`config.mk`:
```
export PLATFORM = sky130hd
export DESIGN_NAME = face_scheduler
export DESIGN_NICKNAME = d
export VERILOG_FILES = /design/src/rtl/face_scheduler.sv
export SDC_FILE = /design/constraint.sdc
export NUM_CORES = 1
export LEC_CHECK = 0
export CAP_MARGIN = 20
export CELL_PAD_IN_SITES_DETAIL_PLACEMENT = 1
export CELL_PAD_IN_SITES_GLOBAL_PLACEMENT = 2
export CORE_ASPECT_RATIO = 0.8
export CORE_MARGIN = 3
export CORE_UTILIZATION = 32
export CTS_BUF_LIST = sky130_fd_sc_hd__clkbuf_16
export CTS_CLUSTER_DIAMETER = 200
export DETAILED_ROUTE_END_ITERATION = 7
export GPL_TIMING_DRIVEN = 1
export PLACE_DENSITY = 0.74
export SYNTH_ARGS = -nofsm -noshare
export SYNTH_HDL_FRONTEND = slang
export SYNTH_SLANG_ARGS = --single-unit
```
`constraint.sdc`:
```
create_clock -name clk_clk -period 1.65 [get_ports clk_clk]
set_input_delay 0.4125 -clock clk_clk [delete_from_list [all_inputs] [get_ports clk_clk]]
set_output_delay 0.4125 -clock clk_clk [all_outputs]
set_load 0.02 [all_outputs]
```
`src/rtl/face_scheduler.sv`:
```
// Chooses which face the VGA overlay shows. Faces can be picked by switch, auto-cycled, or requested externally.
// Any face change is applied only at a vertical-sync frame boundary.
module face_scheduler #(
    parameter int FRAMES_PER_FACE = 60,
    parameter int MIN_HOLD_FRAMES = 30
) (
    input  logic       clk_clk,
    input  logic       reset_reset_n,
    input  logic       vga_vs,
    input  logic [1:0] sw_face,
    input  logic       sw_auto,
    input  logic       req_valid,
    input  logic [1:0] req_face,
    output logic       req_ready,
    output logic [1:0] face_select,
    output logic       frame_tick,
    output logic [1:0] mode
);

    localparam int FW = $clog2(FRAMES_PER_FACE + 1);
    localparam int HW = $clog2(MIN_HOLD_FRAMES + 1);
    localparam logic [FW-1:0] FCNT_LAST = FW'(FRAMES_PER_FACE - 1);
    localparam logic [HW-1:0] HCNT_INIT = HW'(MIN_HOLD_FRAMES);
    localparam logic [HW-1:0] HCNT_LAST = HW'(1);

    typedef enum logic [1:0] {
        MANUAL = 2'd0,
        AUTO   = 2'd1,
        HOLD   = 2'd2
    } state_t;

    logic          vs_s1_q, vs_s2_q, vs_prev_q;
    logic [1:0]    swf_s1_q, swf_s2_q;
    logic          swa_s1_q, swa_s2_q;
    logic          tick_q;
    logic          tick_d;
    state_t        state_q;
    logic [1:0]    face_q;
    logic [FW-1:0] fcnt_q;
    logic [HW-1:0] hcnt_q;
    logic          pend_q;
    logic [1:0]    pend_face_q;
    logic          accept_d;

    // vsync idles high, so its synchronizer resets to 1 to avoid a false fall after reset
    always_ff @(posedge clk_clk or negedge reset_reset_n) begin
        if (!reset_reset_n) begin
            vs_s1_q   <= 1'b1;
            vs_s2_q   <= 1'b1;
            vs_prev_q <= 1'b1;
            swf_s1_q  <= 2'd0;
            swf_s2_q  <= 2'd0;
            swa_s1_q  <= 1'b0;
            swa_s2_q  <= 1'b0;
            tick_q    <= 1'b0;
        end else begin
            vs_s1_q   <= vga_vs;
            vs_s2_q   <= vs_s1_q;
            vs_prev_q <= vs_s2_q;
            swf_s1_q  <= sw_face;
            swf_s2_q  <= swf_s1_q;
            swa_s1_q  <= sw_auto;
            swa_s2_q  <= swa_s1_q;
            tick_q    <= tick_d;
        end
    end

    assign tick_d    = vs_prev_q & ~vs_s2_q;
    assign req_ready = (state_q != HOLD) && !pend_q;
    assign accept_d  = req_valid && req_ready;

    // A request accepted on a tick cycle sets pend_q at that same edge, so it is first seen at the next tick
    always_ff @(posedge clk_clk or negedge reset_reset_n) begin
        if (!reset_reset_n) begin
            state_q     <= MANUAL;
            face_q      <= 2'd0;
            fcnt_q      <= '0;
            hcnt_q      <= '0;
            pend_q      <= 1'b0;
            pend_face_q <= 2'd0;
        end else begin
            if (accept_d) begin
                pend_q      <= 1'b1;
                pend_face_q <= req_face;
            end
            if (tick_q) begin
                if (pend_q) begin
                    face_q  <= pend_face_q;
                    state_q <= HOLD;
                    hcnt_q  <= HCNT_INIT;
                    pend_q  <= 1'b0;
                end else begin
                    unique case (state_q)
                        MANUAL: begin
                            if (swa_s2_q) begin
                                state_q <= AUTO;
                                fcnt_q  <= '0;
                            end else begin
                                face_q <= swf_s2_q;
                            end
                        end
                        AUTO: begin
                            if (!swa_s2_q) begin
                                state_q <= MANUAL;
                                face_q  <= swf_s2_q;
                            end else if (fcnt_q == FCNT_LAST) begin
                                face_q <= face_q + 2'd1;
                                fcnt_q <= '0;
                            end else begin
                                fcnt_q <= fcnt_q + FW'(1);
                            end
                        end
                        HOLD: begin
                            if (hcnt_q == HCNT_LAST) begin
                                hcnt_q <= '0;
                                if (swa_s2_q) begin
                                    state_q <= AUTO;
                                    fcnt_q  <= '0;
                                end else begin
                                    state_q <= MANUAL;
                                    face_q  <= swf_s2_q;
                                end
                            end else begin
                                hcnt_q <= hcnt_q - HW'(1);
                            end
                        end
                        default: state_q <= MANUAL;
                    endcase
                end
            end
        end
    end

    assign frame_tick  = tick_q;
    assign face_select = face_q;
    assign mode        = state_q;

endmodule
```
# Word level (Yosys, flattened, before mapping)
# Index checks and enable logic that the tools add are counted.
dict set report totals {
  output_inout_bits 6
  inputBits 9
  register_bits 28
  elab_cells 65
}
dict set report classes {
  bitwise_logic 3
  n_reduce_logical 11
  n_mux 23
  n_addsub 3
  n_eq_ne 11
}
# op n
set ops {}
lappend ops {{$mux W6} 4}
lappend ops {{$mux W2} 9}
lappend ops {{$pmux W6 S3} 1}
lappend ops {{$mux W5} 3}
lappend ops {{$pmux W2 S3} 2}
lappend ops {{$ne A3 B3 Y1 const B} 3}
lappend ops {{$reduce_and A4 Y1} 2}
lappend ops {{$add A6 B1 Y6 const B} 1}
lappend ops {{$eq A6 B6 Y1 const B} 1}
lappend ops {{$ne A2 B2 Y1 const B} 3}
lappend ops {{$eq A5 B1 Y1 const B} 1}
lappend ops {{$reduce_and A5 Y1} 1}
lappend ops {{$sub A5 B1 Y5 const B} 1}
lappend ops {{$mux W1} 4}
lappend ops {{$ne A4 B4 Y1 const B} 1}
lappend ops {{$reduce_bool A4 Y1} 1}
lappend ops {{$reduce_bool A3 Y1} 1}
lappend ops {{$add A2 B1 Y2 const B} 1}
lappend ops {{$eq A2 B1 Y1 const B} 1}
lappend ops {{$eq A2 B2 Y1 const B} 1}
lappend ops {{$logic_and A1 B1 Y1} 2}
lappend ops {{$logic_not A2 Y1} 1}
lappend ops {{$not A1 Y1} 2}
lappend ops {{$reduce_and A2 Y1} 1}
lappend ops {{other kinds (3)} 3}

# Longest topological paths before layout
# Gate-level depths: netlist of the first run.
dict set report depth {
  ltp_word 6
  mapped_depth 6
}

# Worst setup path after synthesis of the first run
# OpenSTA, ideal clock, no wires.
dict set report synth_timing {
  path_type {register to register}
  from {register tick_q, in the netlist frame_tick}
  to {register face_q[1], in the netlist face_select[1]}
  required_ns 1.525
  setup_slack_ns 0.076
  stages_incl_launch_ff 6
  period_less_slack_ns 1.574
  path_buffers 1
  t_arrival_ns 1.449
  cell_sequence {dfrtp_1 -> clkbuf_2 -> nand2_1 -> o32ai_2 -> nor2b_2 -> mux2_4}
}
dict set report synth_between {
  elab_chain_cells 1
}
# item line
set synth_rtl {}
lappend synth_rtl {{start, declared} 35} ;# logic tick_q;
lappend synth_rtl {{start signal, assigned} 64} ;# tick_q <= tick_d;
lappend synth_rtl {{$reduce_and A4 Y1 (no source line)} n/a}
lappend synth_rtl {{end signal, assigned} 88} ;# face_q <= pend_face_q;
lappend synth_rtl {{end signal, assigned} 99} ;# face_q <= swf_s2_q;
lappend synth_rtl {{end signal, assigned} 105} ;# face_q <= swf_s2_q;
lappend synth_rtl {{end, declared} 38} ;# logic [1:0] face_q;
# No other way between the ends.
# A chain may end at the register's enable or synchronous reset.

# Worst setup path after layout of the first run
dict set report layout_timing {
  from {register hcnt_q[1]}
  to {register face_q[1], in the netlist face_select[1]}
}
dict set report layout_between {
  elab_chain_cells 3
}
# item line
set layout_rtl {}
lappend layout_rtl {{start, declared} 40} ;# logic [HW-1:0] hcnt_q;
lappend layout_rtl {{start signal, assigned} 124} ;# hcnt_q <= hcnt_q - HW'(1);
lappend layout_rtl {{$eq A5 B1 Y1} 114} ;# if (hcnt_q == HCNT_LAST) begin
lappend layout_rtl {{$ne A3 B3 Y1 (no source line)} n/a}
lappend layout_rtl {{$reduce_and A4 Y1 (no source line)} n/a}
lappend layout_rtl {{end signal, assigned} 105}
lappend layout_rtl {{end signal, assigned} 107} ;# face_q <= face_q + 2'd1;
lappend layout_rtl {{end signal, assigned} 121} ;# face_q <= swf_s2_q;
# No other way between the ends.

==> impl_metrics.toml, run 1 <==
[die]
fp-row-count = 20
io_pins = 15
die-area_um2 = 5010
start_util = 0.343
die_width_um = 78.4
die_y_um = 63.9
coreArea_um2 = 3900

[power_and_ir_drop]
internal-power_uw = 1790
clock_power_share = 0.268
power.density_nw_per_um2 = 1440
sequentialPowerShare = 0.359
power_frac_comb = 0.373
vdd.ir_drop.worst_mv = 0.716
swShare = 0.333
static-leakage-power_uw = 0.000797
p_switching_uw = 896

[finish]
n_antenna_cell = 0
area_growth_pct = 39.5
drive_gt1_frac = 0.316
fill_cells = 437
final_cell_area_um2 = 1870
regArea_um2 = 704
final_nets = 171
fin_util = 0.479
multi_input_area_um2 = 651
final_common_cell = "dfrtp_1"
layout_common_cells = "dfrtp_1 (25), buf_4 (19), inv_1 (12)"

[placed_design]
placedInstanceArea_um2 = 1670
place_hpwl_um = 2370
place_ws_ps = -33.7
port_buffers = 14
routabilityCongestion = 0.843

[clock_network]
cts_tree = "done"
holdBufCountCts = 0
clk_latency_ps = 260
htree_levels = 1
cts_sinks = 28
clk_pin_slew_ps = 70
root_buffer = "clkbuf_16"
cts_buffer_depth = 2
cts_buffers = 3

[logic_synthesis]
ys_ff_latch = 28
avgSynthCellArea_um2 = 11.0
async_flop_share = 1.00
yosysTopAreaCellShare = 0.467
yosys-top-cells-area = "dfrtp_1 (47%), dfstp_2 (5.9%), o21ai_0 (3.7%)"
ys_seq_area_frac = 0.526
synth.net_count = 134
synth_largest_area_cell = "dfrtp_1"
ys_warn_count = 0
synth_area_um2 = 1340
synth_top_flop_cell = "dfrtp_1"
synth-edff-count = 0
synthCells = 122
yosysUniqueCellTypes = 42

[sta]
fin_crit_ps = 1640
slew_headroom = 0.600
fin_hold_ws_ps = 353
hold_viol = 0
fmax_ghz = 0.611
finClkSkew_ps = 7.90
setup_ws_ps = 12.6
rsz0062_at_grt = "yes"
finalSetupViolCount = 0
worstMarginPinSlew_ps = 596
finalMaxSlewViolations = 0
period_share = 0.992

[worst_setup_path]
criticalPathCategory = "flop to flop"
worstPathArrival_ps = 1790
cp_data_required_time_ps = 1800
cp_max_fo = 3
setup.worst_path.end_class = "flop"
setup.worst_path.start_class = "flop"

[global_route]
grt_usage = 0.151
grt_pass1_vias = 1235
antenna_found_initial = 0
overflow = 0
grt_max_degree = 29
grt_pass1_wl_um = 5910

[run]
drv_cap = 0

[drt]
wl_met1_um = 1510
wire_per_inst_um = 16.0
drt_iter0_markers = 48
dr_wl_met3_um = 112
routed_wl_um = 3420
via_per_inst = 5.05
drc = 0
vias = 1075
drtPass1Iterations = 4
highest_layer = "met4"
ant_nets = 0
wl_met2_um = 1770

[worst_hold_path]
min_path_type = "flop to flop"

[status]
outcome = "finished clean"
-- timing repair --
item	CTS	global route
pin swaps	2	2
gates resized for setup	12	13
endpoints found under the setup margin	9	7
buffers inserted	2	2
-- synth_stat cells, types with 4 or more instances --
| library cell | n |
|---|---|
| nand2b_1 | 4 |
| o21ai_0 | 10 |
| nand2_1 | 7 |
| dfrtp_1 | 25 |
| inv_1 | 13 |
| a211oi_1 | 4 |
| o22ai_1 | 4 |
-- flip-flops by register name, summed over array words and instances (netlist names) --
register / count
vs_s2_q: 1
pend_face_q: 2
fcnt_q: 6
pend_q: 1
vs_s1_q: 1
face_select: 2
mode: 2
hcnt_q: 5
vs_prev_q: 1
swa_s1_q: 1
frame_tick: 1
swf_s1_q: 2
swf_s2_q: 2
swa_s2_q: 1
-- final timing paths --
path	startpoint	endpoint	slack [ps]	cells after the start
worst max-delay path	hcnt_q[1]	face_select[1]	10	6
worst min-delay path	swf_s1_q[0]	swf_s2_q[0]	350	0
worst max register to register	hcnt_q[1]	face_select[1]	10	6
worst min register to register	swf_s1_q[0]	swf_s2_q[0]	350	0
max in group asynchronous	reset_reset_n	vs_s1_q	900	2
min in group asynchronous	reset_reset_n	hcnt_q[3]	500	2
-- cells by family after synthesis --
group / share of synthesized area
AOI/OAI and AO/OA: 0.193
and+or+nand+nor: 0.167
DFF: 0.526
buffers and inverters: 0.0439
muxes: 0.0355
adders and majority gates: 0.0280
xor gates and xnor gates: 0.00654
-- final cells by class --
| type | instances | share of cell area |
|---|---|---|
| multi-input cells | 79 | 0.348 |
| repair buffers | 34 | 0.156 |
| well taps | 55 | 0.0368 |
| clock buffers | 3 | 0.0402 |
| flip-flops and latches | 28 | 0.377 |
| inverters | 13 | 0.0261 |
| clock inverters | 1 | 0.0161 |
-- worst max-delay path: stages, from the launching register on --
cell and delay (ps):
dfrtp_1 390, inv_2 80, ha_4 130, nor4b_4 330, a221oi_2 140, nor2b_4 150
mux2_4 300
-- stage by stage --
step,power (µW),setup TNS [ps],instances
floorplan,1470,0,122
global placement,1870,-5.93,205
detailed placement,1910,-46.8,205
CTS,2660,0,211
global route,2870,-156,213
finish,2690,0,213
-- power groups by stage --
stage / Sequential, µW / Combinational (µW) / Clock, µW
6_report: 966 / 1000 / 722
5_1_grt: 989 / 1110 / 774
4_1_cts: 963 / 945 / 755
3_5_place_dp: 969 / 942 / 0
3_3_place_gp: 961 / 905 / 0
2_1_floorplan: 1030 / 444 / 0
-- routing by layer --
layer  vias up  track usage
met4         0       0.0306
met5         -            0
li1        519            -
met1       533        0.194
met3         2       0.0324
met2        21        0.263
Power figures use the tool's default switching activity.
==> run 2: changes to the inputs <==
--- a/config.mk
+++ b/config.mk
@@ -5,11 +5,10 @@
 export SDC_FILE = /design/constraint.sdc
 export NUM_CORES = 1
 export LEC_CHECK = 0
-export CAP_MARGIN = 20
+export CAP_MARGIN = 30
 export CELL_PAD_IN_SITES_DETAIL_PLACEMENT = 1
 export CELL_PAD_IN_SITES_GLOBAL_PLACEMENT = 2
 export CORE_ASPECT_RATIO = 0.8
-export CORE_MARGIN = 3
 export CORE_UTILIZATION = 32
 export CTS_BUF_LIST = sky130_fd_sc_hd__clkbuf_16
 export CTS_CLUSTER_DIAMETER = 200
==> run 2 against run 1 <==
  * Sequential power up 0.4%
  * Worst hold slack worse by 3.9 ps
  * Wire length down 2.8%
  * Combinational power about the same
  * Largest cell class unchanged
==> impl_metrics.toml, run 2 (synthesized netlist as in run 1, its figures left out) <==
[status]
outcome = "finished clean"

[die]
die_y_um = 59.9
die-area_um2 = 4450
io_pins = 15
start_util = 0.343
fp-row-count = 20
die_width_um = 74.4
coreArea_um2 = 3900

[sta]
fmax_ghz = 0.620
finalMaxSlewViolations = 0
finalSetupViolCount = 0
worstMarginPinSlew_ps = 572
rsz0062_at_grt = "yes"
fin_crit_ps = 1610
period_share = 0.978
fin_hold_ws_ps = 349
hold_viol = 0
slew_headroom = 0.616
finClkSkew_ps = 3.29

[finish]
drive_gt1_frac = 0.289
area_growth_pct = 37.1
layout_common_cells = "dfrtp_1 (25), buf_4 (21), inv_1 (12)"
final_common_cell = "dfrtp_1"
finalNonFillerCells = 214
top_register = "fcnt_q"
largest_reg_flops = 6
biggestRegsByFlops = "fcnt_q: 6 flops, hcnt_q: 5 flops"
final_nets = 172
n_antenna_cell = 0

[global_route]
grt_pass1_wl_um = 5460
overflow = 0
antenna_found_initial = 0
grt_max_degree = 29
grt_usage = 0.167
grt_pass1_vias = 1143

[clock_network]
cts_buffer_depth = 2
clk_pin_slew_ps = 70
root_buffer = "clkbuf_16"
clk_latency_ps = 260
cts_tree = "done"
cts_sinks = 28
cts_buffers = 3
htree_levels = 1

[drt]
wl_met2_um = 1590
routed_wl_um = 3320
dr_wl_met3_um = 91
highest_layer = "met4"
drc = 0
wire_per_inst_um = 15.5
ant_nets = 0
drt_iter0_markers = 38
drtPass1Iterations = 2
vias = 1077
via_per_inst = 5.03
wl_met1_um = 1600

[placed_design]
place_hpwl_um = 2380
port_buffers = 14
routabilityCongestion = 0.754
numPlacedInstances = 207

[worst_setup_path]
crit_buf_inv = 0
criticalPathCategory = "flop to flop"
slowest_delay_ps = 360
cp_top_family = "flip-flops"
rrSetupSlack_ps = 40
setup.worst_path.end_class = "flop"
worstPathArrival_ps = 1770
cp_max_fo = 3
cp_data_required_time_ps = 1800
crit_path_top_delay_cell = "dfrtp_1"
setup.worst_path.start_class = "flop"
path_cells = "ha_1 -> nand2b_1 -> o32ai_2 -> nor2b_2 -> mux2_4"

[power_and_ir_drop]
static-leakage-power_uw = 0.000791
vdd.ir_drop.worst_mv = 0.692
power.density_nw_per_um2 = 1470

[run]
drv_cap = 0

[worst_hold_path]
min_path_type = "flop to flop"
run 2: cell count changes in the layout (fill, tap and decap cells not counted), sizes merged:
cell,delta
buf,+1
run 2: path summary, 6_finish.rpt:
| check | from | to | depth (start not counted) |
|---|---|---|---|
| worst max-delay path | fcnt_q[0] | face_select[1] | 5 |
| worst min-delay path | swf_s1_q[0] | swf_s2_q[0] | 0 |
| min in group asynchronous | reset_reset_n | fcnt_q[5] | 2 |
| worst max register to register | fcnt_q[0] | face_select[1] | 5 |
| max in group asynchronous | reset_reset_n | vs_s2_q | 2 |
| worst min register to register | swf_s1_q[0] | swf_s2_q[0] | 0 |
run 2: layout make-up:
type                    count  area [µm²]
fillers                   447        2070
flip-flops and latches     28         704
multi-input cells          79         623
repair buffers             35         287
clock buffers               3        75.1
well taps                  55        68.8
inverters                  13        48.8
clock inverters             1        30.0
run 2: per-stage QoR:
step	utilization	setup slack, ps	instance area [µm²]	total power [µW]	TNS [ps]
floorplan	-	75.9	1340	1470	0
global placement	0.429	-12.8	1670	1890	-12.8
detailed placement	0.429	-37.5	1670	1940	-40.4
CTS	0.457	3.64	1780	2660	0
global route	0.471	-53.6	1840	2870	-53.6
finish	0.471	36.1	1840	2690	0
run 2: layer usage:
| metal | global-route usage | vias up |
|---|---|---|
| met5 | 0 | - |
| met2 | 0.274 | 14 |
| li1 | - | 518 |
| met4 | 0.0566 | 0 |
| met3 | 0.0422 | 2 |
| met1 | 0.217 | 543 |
run 2: where the power goes:
group          switching, µW  internal, µW
clock                    239           483
sequential               134           836
combinational            520           482
run 2: timing repair:
action / in CTS / in global routing
resized for setup: 10 / 8
hold buffers: 0 / 0
buffers inserted: 1 / 2
pin swaps: 1 / 0
endpoints found under the setup margin: 7 / 6
